## config.mk

```make
export PLATFORM = sky130hd
export DESIGN_NAME = cpu_pipe_ctrl
export DESIGN_NICKNAME = d
export VERILOG_FILES = /design/src/rtl/cpu_pipe_ctrl.sv
export SDC_FILE = /design/constraint.sdc
export NUM_CORES = 1
export LEC_CHECK = 0
export ABC_AREA = 1
export BUFFER_PORTS_ARGS = -buffer_cell sky130_fd_sc_hd__clkbuf_2
export CAP_MARGIN = 20
export CORE_MARGIN = 5
export CORE_UTILIZATION = 50
export CTS_CLUSTER_SIZE = 12
export DETAILED_ROUTE_END_ITERATION = 10
export GPL_TIMING_DRIVEN = 0
export PLACE_DENSITY = 0.83
export SETUP_SLACK_MARGIN = 0.4
export SYNTH_ARGS = -nofsm -noshare
export SYNTH_HDL_FRONTEND = slang
export SYNTH_SLANG_ARGS = --single-unit
```

## constraint.sdc

```tcl
create_clock -name clk -period 4.8 [get_ports clk]
set_input_delay 0.96 -clock clk [delete_from_list [all_inputs] [get_ports clk]]
set_output_delay 0.96 -clock clk [all_outputs]
set_load 0.05 [all_outputs]
```

## src/rtl/cpu_pipe_ctrl.sv

```systemverilog
// Pipeline control for the staged MIPS core: per-stage valid tracking, load-use
// stall/bubble, branch flush, RUN/DRAIN/HALTED halt sequencing and debug counters.
module cpu_pipe_ctrl #(
    parameter int STAGES = 5,
    parameter int CNT_W  = 32,
    parameter int REG_W  = 5
) (
    input  logic              clk,
    input  logic              clr,
    input  logic [REG_W-1:0]  id_rs_num,
    input  logic [REG_W-1:0]  id_rt_num,
    input  logic              id_uses_rs,
    input  logic              id_uses_rt,
    input  logic              ex_mem_read,
    input  logic [REG_W-1:0]  ex_rd_num,
    input  logic              branch_taken,
    input  logic              halt_req,
    output logic [STAGES-1:0] stage_valid,
    output logic              stall,
    output logic              bubble,
    output logic              flush,
    output logic              halt,
    output logic [CNT_W-1:0]  cycle_count,
    output logic [CNT_W-1:0]  retired_count,
    output logic [CNT_W-1:0]  stall_count,
    output logic [CNT_W-1:0]  flush_count
);

    typedef enum logic [1:0] {ST_RUN, ST_DRAIN, ST_HALTED} state_t;

    state_t            state_q, state_d;
    logic [STAGES-1:0] valid_q, valid_d;
    logic [CNT_W-1:0]  cyc_q, cyc_d, ret_q, ret_d, stl_q, stl_d, fls_q, fls_d;

    logic run, drain, active, ex_act, hz, h, flush_c, stall_c;

    always_comb begin
        run     = (state_q == ST_RUN);
        drain   = (state_q == ST_DRAIN);
        active  = run | drain;
        ex_act  = valid_q[2];
        hz      = ex_act & ex_mem_read & (ex_rd_num != '0) & valid_q[1] &
                  ((id_uses_rs & (id_rs_num == ex_rd_num)) |
                   (id_uses_rt & (id_rt_num == ex_rd_num)));
        // Halt outranks flush, which outranks the load-use stall.
        h       = ex_act & halt_req & run;
        flush_c = ex_act & branch_taken & ~h & run;
        stall_c = hz & ~flush_c & ~h & run;
    end

    always_comb begin
        valid_d = '0;
        for (int i = 3; i < STAGES; i++) begin
            valid_d[i] = active & valid_q[i-1];
        end
        // The halting instruction itself still advances into stage 3 above.
        valid_d[2] = active & ~(stall_c | flush_c | h | drain) & valid_q[1];
        valid_d[1] = stall_c ? valid_q[1] : (active & ~(flush_c | h | drain) & valid_q[0]);
        valid_d[0] = stall_c ? valid_q[0] : (active & ~(h | drain));
    end

    always_comb begin
        state_d = state_q;
        case (state_q)
            ST_RUN:    if (h) state_d = ST_DRAIN;
            ST_DRAIN:  if (valid_d[STAGES-1:3] == '0) state_d = ST_HALTED;
            ST_HALTED: state_d = ST_HALTED;
            default:   state_d = ST_RUN;
        endcase
    end

    always_comb begin
        cyc_d = cyc_q + CNT_W'(active);
        ret_d = ret_q + CNT_W'(valid_q[STAGES-1] & active);
        stl_d = stl_q + CNT_W'(stall_c);
        fls_d = fls_q + CNT_W'(flush_c);
    end

    always_ff @(posedge clk or posedge clr) begin
        if (clr) begin
            state_q <= ST_RUN;
            valid_q <= '0;
            cyc_q   <= '0;
            ret_q   <= '0;
            stl_q   <= '0;
            fls_q   <= '0;
        end else begin
            state_q <= state_d;
            valid_q <= valid_d;
            cyc_q   <= cyc_d;
            ret_q   <= ret_d;
            stl_q   <= stl_d;
            fls_q   <= fls_d;
        end
    end

    assign stage_valid   = valid_q;
    assign stall         = stall_c;
    assign bubble        = stall_c;
    assign flush         = flush_c;
    assign halt          = (state_q == ST_HALTED);
    assign cycle_count   = cyc_q;
    assign retired_count = ret_q;
    assign stall_count   = stl_q;
    assign flush_count   = fls_q;

endmodule
```

==> impl_results.md, run 1 <==
* Status: finished clean
* Port Buffers at 158
* Total clock sinks at 135
* Final ANT Viol Nets at 0
* Ys flop type: dfrtp_1
* Worst min path class: register to register
* Clk pwr share at 0.453
* Drt drc at 0
* Maxcap violations at 0
* Register area share after synthesis at 0.471
* First-pass GRT wire length at 30.3 mm
* Most common cell in the synthesized netlist: nand2_1
* Routed Wire Length at 18.3 mm
* Detail-routed via count per cell at 5.26
* Pint at 2170 µW
* Syn Area/Cell at 8.60 µm²
* Synth top cells by count: nand2_1, dfrtp_1, nor2_1
* Initial DRT Pass Iterations at 5
* Worst Path Required at 3.84 ns
* Async SR Flop Fraction at 1.00
* TNS Setup at 0 ns
* CP max FO at 5
* Area growth from synthesis to layout at 23.7%
* Rel. slew slack at 0.615
* Static leakage power at 0.00455 µW
* Ports at 159
* All-Layer GR Usage at 0.227
* Maximum clock rate at 313 MHz
* RSZ-0062 raised after global routing: no
* Vias at 6353
* CTS Buf Count at 17
* Final period utilization at 0.666
* Clk_lat worst skew at 0.42 ns
* Comb pwr share at 0.135
* Post-synth top area cell: dfrtp_1
* Final WS setup at 1.60 ns
* Final Slew Violations at 0
* Pre-CTS setup slack at 1.38 ns
* Post-synthesis net count at 868
* Die width at 130 µm
* Die ar. at 16800 µm²
* Switch share at 0.279
* Peak VDD IR at 0.251 mV
* Clock Tree Buf Depth at 2
* Core box area at 14000 µm²
* Final Instance Count excl. Fillers at 1208
* Placer Congestion at 0.916
* CP startpoint kind: register
* Syn Inst Count at 835
* Placed Instances at 1176
* Core Util, Final at 0.635
* Vias in the first global route at 6215
* Post-DP HPWL at 14.0 mm
* Hold buffers post-CTS at 0
* # diodes at 0
* Reg2reg setup slack at 1.79 ns
* Fin nets at 1048
* Largest net degree at the start of global routing at 44
* Die height at 130 µm
* Post-CTS Resized at 0
* Synth warnings at 0
* Worst Tran Pin Value at 0.576 ns
* H-Tree Depth at 4
* Top post-synthesis cells by area: dfrtp_1, nand2_1, xor2_1
* Final Setup Violations at 0
* Min Clock Period, post-route at 3.20 ns
* Post-synthesis cell type count at 28
* Final count of hold timing violations at 0
* Critical path arrival at 2.24 ns
* Clock skew at 0.00886 ns
* CTS root buffer: clkbuf_16
* Postcts setup bufs at 0
* DRT iter0 DRCs at 422
* Pwr Total at 3010 µW
* GRT overflow at 0
* Initial antenna violation count at 1
* Part of the power in registers at 0.412
* Flops & latches, synth at 135
* Rows at 43
* CTS tree: done
* Initial Utilization at 0.513
* Wire per inst at 15.2 µm
* Clock transition at the registers of the reported paths at 0.06 ns
* Worst setup EP type: output port
* Layout cells sized above 1 at 0.250
* Post-synth top area share at 0.471
* Post-Syn Area at 7180 µm²
* Power density over the cells at 339 nW/µm²
* EDFF count, synth at 0
* CP Class: register to output port
* NetSw at 840 µW
critical path: stages, from the launching register on:
cell,delay [ns]
dfrtp_1,0.37
inv_1,0.11
ha_1,0.22
nand2_1,0.09
a21oi_1,0.12
nand4_1,0.11
nor2_1,0.10
nand2_1,0.14
inv_1,0.16
buf_4,0.12
clkbuf_2,0.26
power by group through the flow:
stage,Combinational (µW),Sequential [µW],Clock (µW)
after floorplan,162,1400,0
after global placement,401,1260,0
final,407,1240,1360
after detailed placement,417,1260,0
after CTS,417,1240,1380
after global routing,452,1250,1440
cell families (layout without fill, tap and decap cells):
family,Yosys count,in the layout,synth area share
flip-flops,135,135,0.471
AND/OR/NAND/NOR,483,483,0.326
AO/OA/AOI/OAI,6,6,0.00471
adder cells (fa/ha/maj),11,11,0.0192
buffers and inverters,94,287,0.0497
XOR/XNOR,106,106,0.129
final cells by class:
type	count	area, µm²
inverters	93	353
fillers	1160	5110
repair buffers	161	851
plain buffers	1	7.51
multi-input cells	606	3440
well taps	180	225
clock inverters	13	179
clock buffers	19	443
flip-flops and latches	135	3380
routing by layer:
layer	part of all wire	vias up	GRT usage
li1	-	3018	-
met1	0.40	2986	0.283
met2	0.50	295	0.380
met3	0.075	52	0.0503
met4	0.027	2	0.0984
met5	0.00071	-	0
cells in the final DEF (no fill, tap or decap), types with 4 or more instances in the layout:
cell / synthesis / routed
bufinv_16: 0 / 4
xor2_1: 73 / 73
inv_1: 89 / 88
nand4_1: 28 / 28
nor2_4: 4 / 4
clkbuf_2: 0 / 158
nor2_1: 93 / 93
ha_1: 11 / 11
nand3_1: 34 / 34
clkbuf_16: 0 / 17
inv_2: 4 / 4
nand2_2: 7 / 7
nand3_2: 9 / 9
clkinv_2: 0 / 5
xnor2_1: 33 / 33
nor3_1: 33 / 33
nor3_2: 21 / 21
nand2_1: 219 / 219
dfrtp_1: 135 / 135
nor2_2: 14 / 14
nand3b_1: 11 / 11
flip-flops by register name, indices dropped and copies added (netlist names):
signal         cells
flush_count       32
cycle_count       32
stage_valid        5
retired_count     32
stall_count       32
state_q            2
path summary, 6_finish.rpt:
check	start	to	cells after the start
max	state_q[0]	stall	10
min	retired_count[31]	retired_count[31]	1
max reg2reg	state_q[0]	stall_count[18]	16
min reg2reg	retired_count[31]	retired_count[31]	1
max in group asynchronous	clr	cycle_count[3]	4
min in group asynchronous	clr	stall_count[24]	2
metrics by stage:
stage	hold slack, ns	area, µm²
final	0.469	8880
after floorplan	0.528	7180
after global placement	0.459	8200
after CTS	0.474	8880
after global routing	0.492	8880
after detailed placement	0.462	8260
Power figures use the tool's default switching activity.
==> run 2, diff against run 1 <==
Settings changed: CORE_UTILIZATION 50 to 55, PLACE_DENSITY 0.83 to 0.87.
Clock period 4.8 ns to 3.2 ns, I/O delays scaled along.
==> run 2 against run 1 <==
Critical path depth unchanged; die area decreased by 8.4%; highest routed layer unchanged; clock power is 41% higher; largest cell class unchanged; hold slack lost 0.16 ns; cell count decreased by 0.41%; largest power group unchanged; via count is essentially flat; non-clock buffer count up 3.
==> impl_results.md, run 2 (synthesis gave the netlist of run 1 again) <==
* Status: finished clean (unchanged)
* Final Slew Violations at 0 (unchanged)
* Layout cells sized above 1 at 0.266 (was 0.250)
* Pint at 3140 µW (was 2170 µW)
* Worst min path class: primary input to async pin (was register to register)
* Die ar. at 15400 µm² (was 16800 µm²)
* Final period utilization at 0.814
* Slowest cell on crit path: dfrtp_1 (unchanged)
* Most Crowded Layer GR: met2 (unchanged)
* Most frequent cells in the layout: nand2_1, clkbuf_2, dfrtp_1 (unchanged)
* CP cell instances: inv_2, ha_4, nand2_1, a21oi_1, nand4_1, nor2_2, nand2_2, clkinvlp_4, buf_4, buf_6 (was inv_1, ha_1, nand2_1, a21oi_1, nand4_1, nor2_1, nand2_1, inv_1, buf_4, clkbuf_2)
* Fin nets at 1051 (was 1048)
* Maxcap violations at 0 (unchanged)
* CP max FO at 4 (was 5)
* GRT overflow at 0 (unchanged)
* Crit path max-delay family: buffers and inverters (unchanged)
* NetSw at 1290 µW (was 840 µW)
* Comb pwr share at 0.144 (was 0.135)
* Rel. slew slack at 0.550 (was 0.615)
* CTS Buf Count at 17 (unchanged)
* # diodes at 0 (unchanged)
* Rows at 41 (was 43)
* Slowest cell delay on critical path at 0.39 ns (was 0.37 ns)
* Clock transition at the registers of the reported paths at 0.06 ns (about the same)
* Hold buffers post-CTS at 0 (unchanged)
* Port Buffers at 158 (unchanged)
* Initial antenna violation count at 1 (unchanged)
* Design Area, Final at 8930 µm² (was 8880 µm²)
* Final count of hold timing violations at 0 (unchanged)
* Hold WS at 0.306 ns (was 0.469 ns)
* Clock Tree Buf Depth at 2 (unchanged)
* CTS root buffer: clkbuf_16 (unchanged)
* Die height at 124 µm (was 130 µm)
* Met2 Track Usage GR at 0.398 (was 0.380)
* First-pass GRT wire length at 30.3 mm (about the same)
* CP Class: register to output port (unchanged)
* Worst path bufs/invs at 4 (unchanged)
* Clk pwr share at 0.434 (was 0.453)
* Drt drc at 0 (unchanged)
* Placer Congestion at 0.923 (was 0.916)
* Final Setup Violations at 0 (unchanged)
* Initial Utilization at 0.564 (was 0.513)
* Min Clock Period, post-route at 2.60 ns
* Switch share at 0.291 (was 0.279)
* Static leakage power at 0.00452 µW (was 0.00455 µW)
* Largest net degree at the start of global routing at 43 (was 44)
* Critical path arrival at 1.96 ns (was 2.24 ns)
* All-Layer GR Usage at 0.236 (was 0.227)
* Wire per inst at 15.0 µm (was 15.2 µm)
* Total clock sinks at 135 (unchanged)
* H-Tree Depth at 4 (unchanged)
* DRT iter0 DRCs at 415 (was 422)
* Clk_lat worst skew at 0.42 ns (about the same)
* Final ANT Viol Nets at 0 (unchanged)
* Placed Instances at 1168 (was 1176)
* Pwr Total at 4420 µW (was 3010 µW)
* Worst Path Required at 2.56 ns (was 3.84 ns)
* Met1 Use GR at 0.296 (was 0.283)
* Worst setup EP type: output port (unchanged)
* Post-DP HPWL at 13.8 mm (was 14.0 mm)
* Initial DRT Pass Iterations at 5 (unchanged)
* Final Instance Count excl. Fillers at 1203 (was 1208)
* Part of the power in registers at 0.422 (was 0.412)
* Ports at 159 (unchanged)
* Core Util, Final at 0.702 (was 0.635)
* DP Area at 8250 µm² (was 8260 µm²)
* Core box area at 12700 µm² (was 14000 µm²)
* M3 GR Usage at 0.0557 (was 0.0503)
* Detail-routed via count per cell at 5.28 (was 5.26)
* Worst Tran Pin Value at 0.674 ns (was 0.576 ns)
* Vias in the first global route at 6247 (was 6215)
* Vias at 6355 (was 6353)
* Die width at 124 µm (was 130 µm)
* Power density over the cells at 496 nW/µm² (was 339 nW/µm²)
* CP startpoint kind: register (unchanged)
* Routed Wire Length at 18.1 mm (was 18.3 mm)
* Clock skew at 0.00809 ns (was 0.00886 ns)
* Peak VDD IR at 0.370 mV (was 0.251 mV)
* Commonest non-fill, non-tap cell in the layout: nand2_1 (unchanged)
* RSZ-0062 raised after global routing: no (unchanged)
* CTS tree: done (unchanged)
* Maximum clock rate at 384 MHz
* Area growth from synthesis to layout at 24.4% (was 23.7%)
==> run 2: cell count changes in the layout (fill, tap and decap cells not counted), moves of 3 or more <==
| cell | previous run | this run |
|---|---|---|
| nand2_2 | 7 | 10 |
| ha_4 | 0 | 3 |
| inv_1 | 88 | 85 |
| nand2_1 | 219 | 216 |
| nor2_2 | 14 | 17 |
| clkinvlp_4 | 2 | 6 |
| ha_1 | 11 | 8 |
| buf_4 | 1 | 4 |
| nor2_1 | 93 | 89 |
==> run 2: area by class of cell <==
class | count | area (µm²)
clock buffer | 20 | 457
multi-input combinational | 606 | 3500
timing repair buffer | 164 | 882
inverter | 93 | 357
sequential | 135 | 3380
clock inverter | 12 | 128
buffer | 1 | 7.51
tap | 172 | 215
fill | 989 | 3790
==> run 2: power groups by stage <==
| stage | clock (µW) | combinational [µW] | sequential [µW] |
|---|---|---|---|
| after floorplan | 0 | 244 | 2100 |
| after global placement | 0 | 606 | 1890 |
| after detailed placement | 0 | 632 | 1890 |
| after CTS | 1940 | 637 | 1860 |
| after global routing | 2010 | 696 | 1880 |
| final | 1920 | 637 | 1870 |
==> run 2: worst reg2reg max path, stage by stage, from the launching register on <==
cell and delay [ns]:
dfrtp_1 0.39, inv_2 0.09, ha_4 0.15, nand2_1 0.08, a21oi_1 0.12, nand4_1 0.10
nor2_2 0.13, nand2_2 0.09, clkinvlp_4 0.13, ha_4 0.18, ha_4 0.15, nand2_1 0.06
nor2_1 0.12, nand2_2 0.10, nor2_4 0.17, nand3_2 0.11, nor2_2 0.11, xor2_1 0.14
==> run 2: layer usage <==
| metal | vias to the layer above | wire length, µm |
|---|---|---|
| met1 | 3012 | 7380 |
| met4 | 2 | 424 |
| met3 | 43 | 1230 |
| li1 | 3030 | - |
| met2 | 268 | 9040 |
| met5 | - | 20 |
==> run 2: final timing paths <==
check | endpoint | depth (start not counted) | slack, ns | startpoint
worst max-delay path | stall | 10 | 0.60 | state_q[1]
worst min-delay path | flush_count[0] | 2 | 0.31 | clr
worst max register to register | stall_count[24] | 17 | 0.72 | state_q[1]
worst min register to register | stall_count[31] | 1 | 0.48 | stall_count[31]
max in group asynchronous | stall_count[15] | 4 | 2.00 | clr
min in group clk | stall_count[31] | 1 | 0.48 | stall_count[31]
==> run 2: metrics by stage <==
stage,TNS [ns],setup slack [ns]
after floorplan,0,0.530
after global placement,-0.152,-0.152
after detailed placement,0,0.161
after CTS,0,0.439
after global routing,0,0.446
final,0,0.596
==> run 2: what timing repair did <==
action / in CTS / in global routing
pin swaps: 0 / 4
gates resized for setup: 7 / 13
endpoints found under the setup margin: 9 / 12
setup buffers: 0 / 3
